==> config.mk <==
export PLATFORM = sky130hd
export DESIGN_NAME = branch_ctrl
export DESIGN_NICKNAME = d
export VERILOG_FILES = /design/src/rtl/branch_ctrl.sv
export SDC_FILE = /design/constraint.sdc
export NUM_CORES = 1
export LEC_CHECK = 0
export ABC_AREA = 1
export BUFFER_PORTS_ARGS = -buffer_cell sky130_fd_sc_hd__buf_2
export CAP_MARGIN = 20
export CORE_MARGIN = 10
export CORE_UTILIZATION = 40
export DETAILED_ROUTE_END_ITERATION = 7
export PLACE_DENSITY = 0.68
export SETUP_SLACK_MARGIN = 0.02
export SLEW_MARGIN = 5
export SYNTH_ARGS = -nofsm -noshare
export SYNTH_HDL_FRONTEND = slang
export SYNTH_SLANG_ARGS = --single-unit
==> constraint.sdc <==
create_clock -name clk -period 1.7 [get_ports clk]
set_input_delay 0.34 -clock clk [delete_from_list [all_inputs] [get_ports clk]]
set_output_delay 0.34 -clock clk [all_outputs]
set_load 0.01 [all_outputs]
==> src/rtl/branch_ctrl.sv <==
// ---------------------------------------------------------------------------
// branch_ctrl
//   Branch/jump resolution controller sitting behind the EX stage. It compares
//   each resolved branch/jump against the fetch-time prediction, trains the
//   predictor on every resolved BJ op, and on a mispredict issues a redirect
//   to fetch, flushes IF/ID on the redirect handshake, then holds EX for
//   DRAIN_CYCLES cycles while the front end refills.
//
// Ports
//   clk, resetn            clock, asynchronous active-low reset
//   ex_valid/ex_op_type    EX result qualifier and op class
//   ex_branch/ex_target    resolved taken flag and target
//   ex_pc                  PC of the resolved instruction
//   ex_pred_taken/_target  fetch-time prediction
//   ex_ready               EX result accepted (only while idle)
//   redir_valid/redir_pc   redirect request to fetch, corrected PC
//   redir_ready            fetch accepts the redirect
//   flush                  IF/ID kill pulse, asserted in the handshake cycle
//   bpu_upd_*              one-cycle predictor update strobe and payload
//   mispred_cnt            saturating mispredict counter
// ---------------------------------------------------------------------------
`timescale 1ns/1ps

`ifndef OP_TYPE_BJ
`define OP_TYPE_BJ 3'd2
`endif

module branch_ctrl #(
    parameter int DRAIN_CYCLES = 2
) (
    input  logic        clk,
    input  logic        resetn,
    input  logic        ex_valid,
    input  logic [2:0]  ex_op_type,
    input  logic        ex_branch,
    input  logic [31:0] ex_pc,
    input  logic [31:0] ex_target,
    input  logic        ex_pred_taken,
    input  logic [31:0] ex_pred_target,
    output logic        ex_ready,
    output logic        redir_valid,
    output logic [31:0] redir_pc,
    input  logic        redir_ready,
    output logic        flush,
    output logic        bpu_upd_valid,
    output logic [31:0] bpu_upd_pc,
    output logic        bpu_upd_taken,
    output logic [31:0] bpu_upd_target,
    output logic [31:0] mispred_cnt
);

    typedef enum logic [1:0] {
        IDLE     = 2'd0,
        REDIRECT = 2'd1,
        DRAIN    = 2'd2
    } state_e;

    state_e      state_q;
    logic [3:0]  cnt_q;
    logic        redir_valid_q;
    logic [31:0] redir_pc_q;
    logic        bpu_upd_valid_q;
    logic [31:0] bpu_upd_pc_q;
    logic        bpu_upd_taken_q;
    logic [31:0] bpu_upd_target_q;
    logic [31:0] mispred_cnt_q;

    logic        accept_d;
    logic        mispred_d;
    logic [31:0] correct_pc_d;
    logic        handshake_d;

    // EX is only accepted while idle; stall cycles therefore can never
    // produce a second accept of the same instruction.
    assign ex_ready     = (state_q == IDLE);
    assign accept_d     = ex_valid & ex_ready & (ex_op_type == `OP_TYPE_BJ);
    assign mispred_d    = (ex_branch != ex_pred_taken) |
                          (ex_branch & (ex_target != ex_pred_target));
    // 32-bit add wraps naturally: 0xFFFFFFFC + 4 -> 0.
    assign correct_pc_d = ex_branch ? ex_target : (ex_pc + 32'd4);
    assign handshake_d  = redir_valid_q & redir_ready;

    always_ff @(posedge clk or negedge resetn) begin
        if (!resetn) begin
            state_q          <= IDLE;
            cnt_q            <= '0;
            redir_valid_q    <= 1'b0;
            redir_pc_q       <= '0;
            bpu_upd_valid_q  <= 1'b0;
            bpu_upd_pc_q     <= '0;
            bpu_upd_taken_q  <= 1'b0;
            bpu_upd_target_q <= '0;
            mispred_cnt_q    <= '0;
        end else begin
            bpu_upd_valid_q <= 1'b0;
            unique case (state_q)
                IDLE: begin
                    if (accept_d) begin
                        bpu_upd_valid_q  <= 1'b1;
                        bpu_upd_pc_q     <= ex_pc;
                        bpu_upd_taken_q  <= ex_branch;
                        bpu_upd_target_q <= ex_target;
                        if (mispred_d) begin
                            redir_valid_q <= 1'b1;
                            redir_pc_q    <= correct_pc_d;
                            state_q       <= REDIRECT;
                            if (mispred_cnt_q != 32'hFFFF_FFFF)
                                mispred_cnt_q <= mispred_cnt_q + 32'd1;
                        end
                    end
                end
                REDIRECT: begin
                    // redir_pc_q is left untouched so it stays stable under
                    // backpressure.
                    if (handshake_d) begin
                        redir_valid_q <= 1'b0;
                        cnt_q         <= 4'(DRAIN_CYCLES);
                        state_q       <= (DRAIN_CYCLES == 0) ? IDLE : DRAIN;
                    end
                end
                DRAIN: begin
                    // Leaving on cnt==1 gives exactly DRAIN_CYCLES blocked
                    // cycles after the handshake cycle.
                    cnt_q <= cnt_q - 4'd1;
                    if (cnt_q <= 4'd1)
                        state_q <= IDLE;
                end
                default: begin
                    state_q       <= IDLE;
                    redir_valid_q <= 1'b0;
                end
            endcase
        end
    end

    // flush must coincide with the handshake cycle itself, so it is decoded
    // from the registered redirect request and the live ready.
    assign flush          = handshake_d;
    assign redir_valid    = redir_valid_q;
    assign redir_pc       = redir_pc_q;
    assign bpu_upd_valid  = bpu_upd_valid_q;
    assign bpu_upd_pc     = bpu_upd_pc_q;
    assign bpu_upd_taken  = bpu_upd_taken_q;
    assign bpu_upd_target = bpu_upd_target_q;
    assign mispred_cnt    = mispred_cnt_q;

endmodule

## After elaboration in Yosys (flattened, before gate mapping)

Index checks and enable logic that the tools add are counted.

- Reductions and logical operators: 8
- Multiplexer cells: 14
- Equal/unequal tests: 10
- $lt $le $gt $ge: 1
- Add/subtract/negate cells: 3
- Bitwise gates (word level): 6

Operator list:

| cell | number |
|---|---|
| adder 32 x 1 -> 32 bit, second input constant | 1 |
| adder 32 x 3 -> 32 bit, second input constant | 1 |
| 2-to-1 mux 32 bit | 1 |
| != test 32 bit | 1 |
| != test 32 bit, second input constant | 1 |
| AND reduction 4 bit | 3 |
| 2-to-1 mux 2 bit | 4 |
| one-hot mux 4 bit (2 select lines) | 1 |
| one-hot mux 2 bit (3 select lines) | 1 |
| 2-to-1 mux 1 bit | 5 |
| AND 1 bit | 4 |
| less-or-equal comparator 4 x 1 -> 1 bit, second input constant | 1 |
| 2-to-1 mux 4 bit | 1 |
| != test 2 x 1 -> 1 bit, second input constant | 2 |
| != test 2 bit, second input constant | 2 |
| AND reduction 2 bit | 2 |
| subtractor 4 x 1 -> 4 bit, second input constant | 1 |
| == test 3 x 2 -> 1 bit, second input constant | 1 |
| one-hot mux 1 bit (3 select lines) | 1 |
| AND reduction 3 bit | 1 |
| == test 2 x 1 -> 1 bit, second input constant | 1 |
| == test 2 bit, second input constant | 1 |
| zero test 2 bit | 1 |
| nonzero test 2 bit | 1 |
| other kinds (3) | 3 |

- Word-level logic and storage cells: 51
- Bits of input ports: 105
- Output and inout bits: 133
- Bits in registers: 137

## Longest topological paths before layout

Gate-level depths: netlist of the first run.

- Depth after elaboration: 6
- Mapped depth: 13
- Depth with buffers taken out: 12

## Worst setup path before layout of the first run

No wires, ideal clock.

- Path kind: reg-to-reg
- From: reg mispred_cnt_q[0] (netlist: mispred_cnt[0])
- To: reg mispred_cnt_q[10] (netlist: mispred_cnt[10])
- Stages on the path, launching flop included: 12
- Required time: 1.583 ns
- Slack: -0.107 ns
- Data arrival time: 1.690 ns
- Buffers on the path: 1
- Period minus slack after synthesis: 1.807 ns
- Setup time: 0.117 ns
- Cell sequence: dfrtp_1 -> ha_1 -> nand3_2 -> inv_2 -> nand2_2 -> inv_2 -> nand2_2 -> nor2_4 -> nand3_4 -> buf_2 -> nand4_1 -> nand2_1

- Longest elaborated chain between the ends: 2
- Elaborated cells on any way between the ends: 3
- Those cells by class: 1 x add/sub; 1 x eq/ne; 1 x reduce/logical

Ends and longest elaborated chain:

| element | line | source |
|---|---|---|
| from (decl) | 66 | `logic [31:0] mispred_cnt_q;` |
| from (signal assigned) | 108 | `mispred_cnt_q <= mispred_cnt_q + 32'd1;` |
| parallel branches: the longest is 2 deep, another holds adder 32 x 1 -> 32 bit | n/a |  |

Parallel ways; which one is timed is not known.
A chain may end at the register's enable or synchronous reset.

## Worst setup path in the final report of the first run

- From: reg mispred_cnt_q[14] (netlist: mispred_cnt[14])
- To: reg mispred_cnt_q[12] (netlist: mispred_cnt[12])

- Longest elaborated chain between the ends: 2

Ends and longest elaborated chain:

| element | line | source |
|---|---|---|
| != test 32 bit | 107 | `if (mispred_cnt_q != 32'hFFFF_FFFF)` |
| AND reduction 4 bit (no line) | n/a |  |

No other way between the ends.

==> results by group, run 1 <==
Global routing
  – GRT Util Overall: 22.83%
  – Global-route wire length before repair: 46880 µm
  – Largest net degree at the start of global routing: 81
  – Global-route congestion overflow total: 0
  – Vias in the first global route: 8500
  – Initial antenna violation count: 4

Worst setup path
  – Critical path startpoint category: flip-flop
  – Critical Path Max Stage Delay: 390 ps
  – Most frequent CP cell: nand2_1
  – Reg-to-reg setup timing slack: 9 ps
  – CP Capture Type: flip-flop
  – Critical path cell sequence: nand2_1, nor3_2, nand3_2, nor2_4, nand3_4, buf_12, buf_8, nand4_1, nand2_1
  – Setup Crit Path Kind: flip-flop to flip-flop
  – Slowest CP cell: dfrtp_1
  – CP max FO: 6
  – CP Data Required Time: 2020 ps
  – Arr. time, crit path: 2010 ps

Clocking
  – CTS buffer count: 17
  – CTS root buffer: clkbuf_16
  – CTS clk-pin slew, worst paths: 60 ps
  – CTS tree: done
  – Clock Tree Buf Depth: 2
  – Clock Latency Late Sink: 430 ps
  – # clock sinks: 137
  – Htree depth: 4

Placement
  – Placer congestion estimate: 0.9802
  – I/O Buffers: 237
  – Pre-CTS WS: -199.1 ps
  – Dpl hpwl: 23440 µm
  – Placed Instance Area: 10170 µm²

Timing
  – PnR worst setup slack: 8.893 ps
  – Crit share post-route: 99.48%
  – Hold Fails Final Rpt: 0
  – Final Skew: 5.625 ps
  – Period minus WS final: 1691 ps
  – Slew Viols, Final: 0
  – Final setup viols: 0
  – RSZ-0062 raised after global routing: true
  – Setup TNS: 0 ps
  – Worst rel slew slack: 76.70%
  – FMAX: 591.3 MHz
  – Fin Hold WS: 125.7 ps
  – Worst-Margin Slew: 345.8 ps

Floorplanning
  – Initial cell density of the core: 40.54%
  – Total Die Area: 25670 µm²
  – # IOs: 238
  – Die Y: 160.2 µm
  – Row Count: 51
  – DIE WIDTH: 160.2 µm
  – Core area: 19400 µm²

Route
  – Pre-antenna DRT Iters: 5
  – Antenna Nets Post-Route: 0
  – DRC errors left: 0
  – Via-to-Cell Ratio: 4.970
  – Drt wl/cell: 17.21 µm
  – 1st-iter DRT viols: 738
  – Via count: 8723
  – Final WL: 30200 µm

Logic synthesis
  – Sequential area share after synthesis: 43.60%
  – Mapped Cells: 1129
  – Cell variety after synth: 35
  – Asr flop ratio synth: 100.0%
  – Ys Warns: 0
  – EDFF count, synth: 0
  – Synthesized cell area: 7864 µm²
  – Post-Syn Nets: 1238
  – Top FF cell, synth: dfrtp_1
  – Number of synthesized register bits: 137
  – Mapped Avg Cell Area: 6.965 µm²

Final layout
  – Nets: 1584
  – Most frequent cells in the layout: nand2_1 (440), buf_2 (236), dfrtp_1 (130)
  – Layout cell share with drive strength beyond 1: 30.40%
  – Area Growth Syn to Fin: 41.53%
  – Final core occ: 57.37%
  – Post-layout instance area: 11130 µm²
  – Most common cell after layout, fill and taps aside: nand2_1

Power and ir drop
  – Clk network pwr share: 28.3%
  – Switching Fraction: 35.75%
  – Switching power total: 0.004852 W
  – Leak: 6.112 nW
  – Flop pwr share: 39.1%
  – Comb pwr share: 32.6%
  – Int Pwr: 0.008718 W
  – Maximum VDD drop: 844.6 µV
  – PwrDens: 1219 nW/µm²

Worst hold path
  – Hold Path Class: primary input to flip-flop

Job
  – Max Cap Viol: 0

Status
  – Outcome: completed
## path summary, 6_finish.rpt
path	end	start	depth (start not counted)
worst min register to register	redir_pc[10]	redir_pc[10]	2
worst max-delay path	mispred_cnt[12]	mispred_cnt[14]	9
min in group asynchronous	bpu_upd_pc[2]	resetn	2
max in group asynchronous	mispred_cnt[13]	resetn	3
worst min-delay path	bpu_upd_pc[1]	ex_pc[1]	3
worst max register to register	mispred_cnt[12]	mispred_cnt[14]	9
## critical path, delay by kind of cell, from the launching register on
family | cells | cell delay [ps]
flops | 1 | 390
simple gates | 7 | 890
buf+inv | 2 | 290
## area by class of cell
cell class | count | area [µm²]
diodes | 3 | 7.507
clock buffers | 20 | 456.7
clock inverters | 11 | 147.6
fillers | 1883 | 8269
inverters | 111 | 416.7
multi-input cells | 842 | 3978
flip-flops and latches | 137 | 3437
well taps | 265 | 331.6
repair buffers | 366 | 2355
## registers in the layout, summed over array words and instances (netlist names)
register and count:
mispred_cnt 32, state_q 2, redir_pc 32, cnt_q 4, bpu_upd_taken 1, bpu_upd_target 32, bpu_upd_pc 32, redir_valid 1
bpu_upd_valid 1
## per-stage QoR
step | std cells | total power, W
2_1_floorplan | 1129 | 0.007278
5_1_grt | 1755 | 0.01442
3_3_place_gp | 1705 | 0.009613
3_5_place_dp | 1705 | 0.009733
6_report | 1755 | 0.01357
4_1_cts | 1741 | 0.01362
## cells in the mapped netlist (8+ instances only)
cell type	count	share of area, %
nand3b_1	8	0.76
nor3_1	12	0.76
nor2_1	98	4.7
inv_1	105	5.0
dfrtp_1	137	44
clkbuf_1	22	1.1
nand3_1	66	4.2
nand2_1	459	22
xnor2_1	9	1.0
o21ai_0	79	5.0
xor2_1	22	2.5
nand4_1	40	3.2
o21ai_1	15	0.95
## metal layers
metal  global-route usage, %  up-vias  wire length, µm
li1                        -     4257                -
met1                   29.76     4077            13150
met2                   35.33      329            13750
met3                   5.167       60             2224
met4                   10.43        0             1083
met5                       0        -                0
## cells by family (layout without fill, tap and decap cells)
logic type | count (synthesis) | in the layout | synth area share [%]
compound gates | 103 | 103 | 6.635
mux | 4 | 4 | 0.5092
simple gates | 700 | 700 | 37.52
fa+ha+maj | 4 | 4 | 0.6365
flops | 137 | 137 | 43.60
other cells | 0 | 3 | 0
buf+inv | 150 | 508 | 7.653
xor+xnor | 31 | 31 | 3.453
## power by group through the flow
stage	Sequential, W	Clock, W	Combinational [W]
after floorplan	0.00584	0	0.00144
after global placement	0.00528	0	0.00433
after detailed placement	0.00532	0	0.00441
after CTS	0.00529	0.00389	0.00445
after global routing	0.00545	0.00404	0.00492
final	0.00530	0.00384	0.00443
## repair_timing
action	CTS	global route
resized for setup	6	40
hold endpoints to repair	28	0
gates cloned	1	2
pin swaps	15	13
endpoints found under the setup margin	30	32
hold buffers	1	0
setup buffers	3	9
(Power assumes the default switching activity.)
==> run 2, diff against run 1 <==
--- a/config.mk
+++ b/config.mk
@@ -13,5 +13,5 @@
 export DETAILED_ROUTE_END_ITERATION = 7
 export PLACE_DENSITY = 0.68
-export SETUP_SLACK_MARGIN = 0.02
+export SETUP_SLACK_MARGIN = 0.1
 export SLEW_MARGIN = 5
 export SYNTH_ARGS = -nofsm -noshare
==> constraint.sdc (replaced) <==
create_clock -name clk -period 1.7 [get_ports clk]
set_input_delay 0.17 -clock clk [delete_from_list [all_inputs] [get_ports clk]]
set_output_delay 0.17 -clock clk [all_outputs]
set_load 0.01 [all_outputs]
==> results by group, run 2 (same netlist as run 1, synthesis figures left out) <==
Timing
  – Fin Hold WS: 8.776 ps (-116.9 ps)
  – Final setup viols: 1 (+1)
  – Period minus WS final: 1700 ps (+9.148 ps)
  – Worst-Margin Slew: 538.2 ps (+192.4 ps)
  – Hold Fails Final Rpt: 0 (unchanged)
  – Final Skew: 8.802 ps (+3.177 ps)
  – Slew Viols, Final: 0 (unchanged)
  – PnR worst setup slack: -0.2549 ps (-9.148 ps)
  – RSZ-0062 raised after global routing: true
  – FMAX: 588.1 MHz (-0.54%)
  – Worst rel slew slack: 64.12% (-13 points)
  – Crit share post-route: 100.0% (+0.54 points)

Final layout
  – Layout cell share with drive strength beyond 1: 33.65% (+3.3 points)
  – Nets: 1573 (-0.69%)
  – Most frequent cells in the layout: nand2_1 (387), buf_2 (236), dfrtp_1 (131)
  – Non-Filler Instances: 1747 (-0.46%)
  – Area Growth Syn to Fin: 46.40%
  – Most common cell after layout, fill and taps aside: nand2_1
  – Post-layout instance area: 11510 µm² (+3.4%)

Worst setup path
  – Total stage count of the critical path: 12 (+3)
  – Reg-to-reg setup timing slack: -0.3 ps (about the same)
  – Critical path cell sequence: ha_4, nand3_4, inv_4, nand2_4, inv_4, nand2_4, nor2_4, nand3_4, nand3_4, clkbuf_16, nand2_1, nand2_1
  – CP Capture Type: flip-flop
  – CP max FO: 9 (+3)
  – Most frequent CP cell: nand3_4
  – Slowest CP cell: dfrtp_2
  – FF-to-FF Start: mispred_cnt[0]
  – Critical path startpoint category: flip-flop
  – CP Buf/Inv Count: 3 (+1)
  – Worst Setup EP: mispred_cnt[8]
  – CP Data Required Time: 2020 ps (about the same)
  – Critical Path Max Stage Delay: 430 ps (+40 ps)
  – Arr. time, crit path: 2020 ps (about the same)
  – Setup Crit Path Kind: flip-flop to flip-flop
  – Reg-to-Reg End: mispred_cnt[8]
  – CP delay by family, top: simple AND/OR/NAND/NOR gates
  – Worst setup path startpoint: mispred_cnt[0]
  – R2R cell count: 12 (+3)

Route
  – Antenna Nets Post-Route: 0 (unchanged)
  – Final WL: 31680 µm (+4.9%)
  – Top Layer Used: met5
  – DRC errors left: 0 (unchanged)
  – Via count: 8839 (+1.3%)
  – Met2 WL: 14630 µm (+6.4%)
  – 1st-iter DRT viols: 742 (+0.54%)
  – Routed length on met3: 2666 µm (+20%)
  – Met1 WL: 13360 µm (+1.6%)
  – Via-to-Cell Ratio: 5.060 (+1.8%)
  – Pre-antenna DRT Iters: 5 (unchanged)
  – Drt wl/cell: 18.13 µm (+5.4%)

Power and ir drop
  – PwrDens: 1220 nW/µm² (about the same)
  – Maximum VDD drop: 763.8 µV (-9.6%)
  – Leak: 6.198 nW (+1.4%)

Clocking
  – CTS root buffer: clkbuf_16
  – Clock Tree Buf Depth: 2 (unchanged)
  – CTS clk-pin slew, worst paths: 70 ps (about the same)
  – CTS buffer count: 17 (unchanged)
  – Htree depth: 4 (unchanged)
  – # clock sinks: 137 (unchanged)
  – Clock Latency Late Sink: 420 ps (about the same)
  – CTS tree: done

Floorplanning
  – Row Count: 51 (unchanged)
  – # IOs: 238 (unchanged)
  – Die Y: 160.2 µm (unchanged)
  – Core area: 19400 µm² (unchanged)
  – Initial cell density of the core: 40.54% (unchanged)
  – Total Die Area: 25670 µm² (unchanged)
  – DIE WIDTH: 160.2 µm (unchanged)

Global routing
  – Vias in the first global route: 8625 (+1.5%)
  – Global-route wire length before repair: 47430 µm (+1.2%)
  – Largest net degree at the start of global routing: 59 (-27%)
  – Initial antenna violation count: 7 (+3)
  – GRT Util Overall: 23.13% (+0.30 points)
  – Global-route congestion overflow total: 0 (unchanged)

Placement
  – Placed Instance Area: 9970 µm² (-2.0%)
  – Dpl hpwl: 23100 µm (-1.5%)
  – Placer congestion estimate: 0.9237 (-5.8%)
  – Placed insts: 1674 (-1.8%)
  – I/O Buffers: 237 (unchanged)

Job
  – Max Cap Viol: 0 (unchanged)

Status
  – Violated checks: negative setup slack
  – Outcome: finished, violations left

Worst hold path
  – Hold Path Class: primary input to flip-flop
run 2: changes by cell type in the layout (fill, tap and decap cells not counted), moves of 3 or more:
| cell | delta |
|---|---|
| nand2_4 | +22 |
| buf_4 | -29 |
| o21ai_1 | -4 |
| o21ai_2 | +5 |
| nand2_1 | -53 |
| nand2_2 | +30 |
| dlygate4sd3_1 | +6 |
| clkbuf_16 | +5 |
| inv_6 | +3 |
run 2: worst min path at each step:
stage             startpoint  slack (ps)  cells after the start                  to
3_5_place_dp          resetn         170                      1            cnt_q[1]
2_1_floorplan         resetn        -130                      0       bpu_upd_pc[0]
4_1_cts        ex_target[14]           1                      3  bpu_upd_target[14]
5_1_grt            ex_pc[14]          30                      3      bpu_upd_pc[14]
3_3_place_gp          resetn         170                      1            cnt_q[1]
6_report       ex_target[14]           9                      3  bpu_upd_target[14]
run 2: final cells by class:
class,count,area [µm²]
Antenna cell,5,12.51
Clock buffer,18,429.2
Clock inverter,14,146.4
Fill cell,1839,7886
Inverter,111,425.4
Multi-Input combinational cell,842,4277
Sequential cell,137,3436
Tap cell,265,331.6
Timing Repair Buffer,355,2455
run 2: tightest hold or removal path: stages:
cell	delay [ps]
buf_2	120
nand2_1	60
nand2_1	60
run 2: repair_timing:
item | CTS | global route
setup endpoints to repair | 80 | 110
cloned | 3 | 8
resized for setup | 16 | 128
hold buffers | 7 | 0
buffers inserted | 13 | 7
endpoints found under the hold margin | 51 | 0
pin swaps | 1 | 16
run 2: metal layers:
metal	vias up	global-route usage (%)
li1	4240	-
met1	4123	28.96
met2	410	36.88
met3	62	6.632
met4	4	9.057
met5	-	0
run 2: metrics by stage:
stage               utilization, %  setup WS (ps)  power (W)  setup TNS [ps]
floorplan                        -          94.46   0.007285               0
global placement             51.39         -69.07   0.009671           -2253
detailed placement           51.39         -91.85   0.009794           -3428
CTS                          56.08          26.00    0.01367               0
global route                 59.33         -67.82    0.01491           -1570
finish                       59.35        -0.2549    0.01405         -0.2549
run 2: power by group:
part,switching (W),internal [W]
logic,0.00275,0.00210
registers,0.000954,0.00453
clock network,0.00156,0.00217
total,0.00526,0.00879
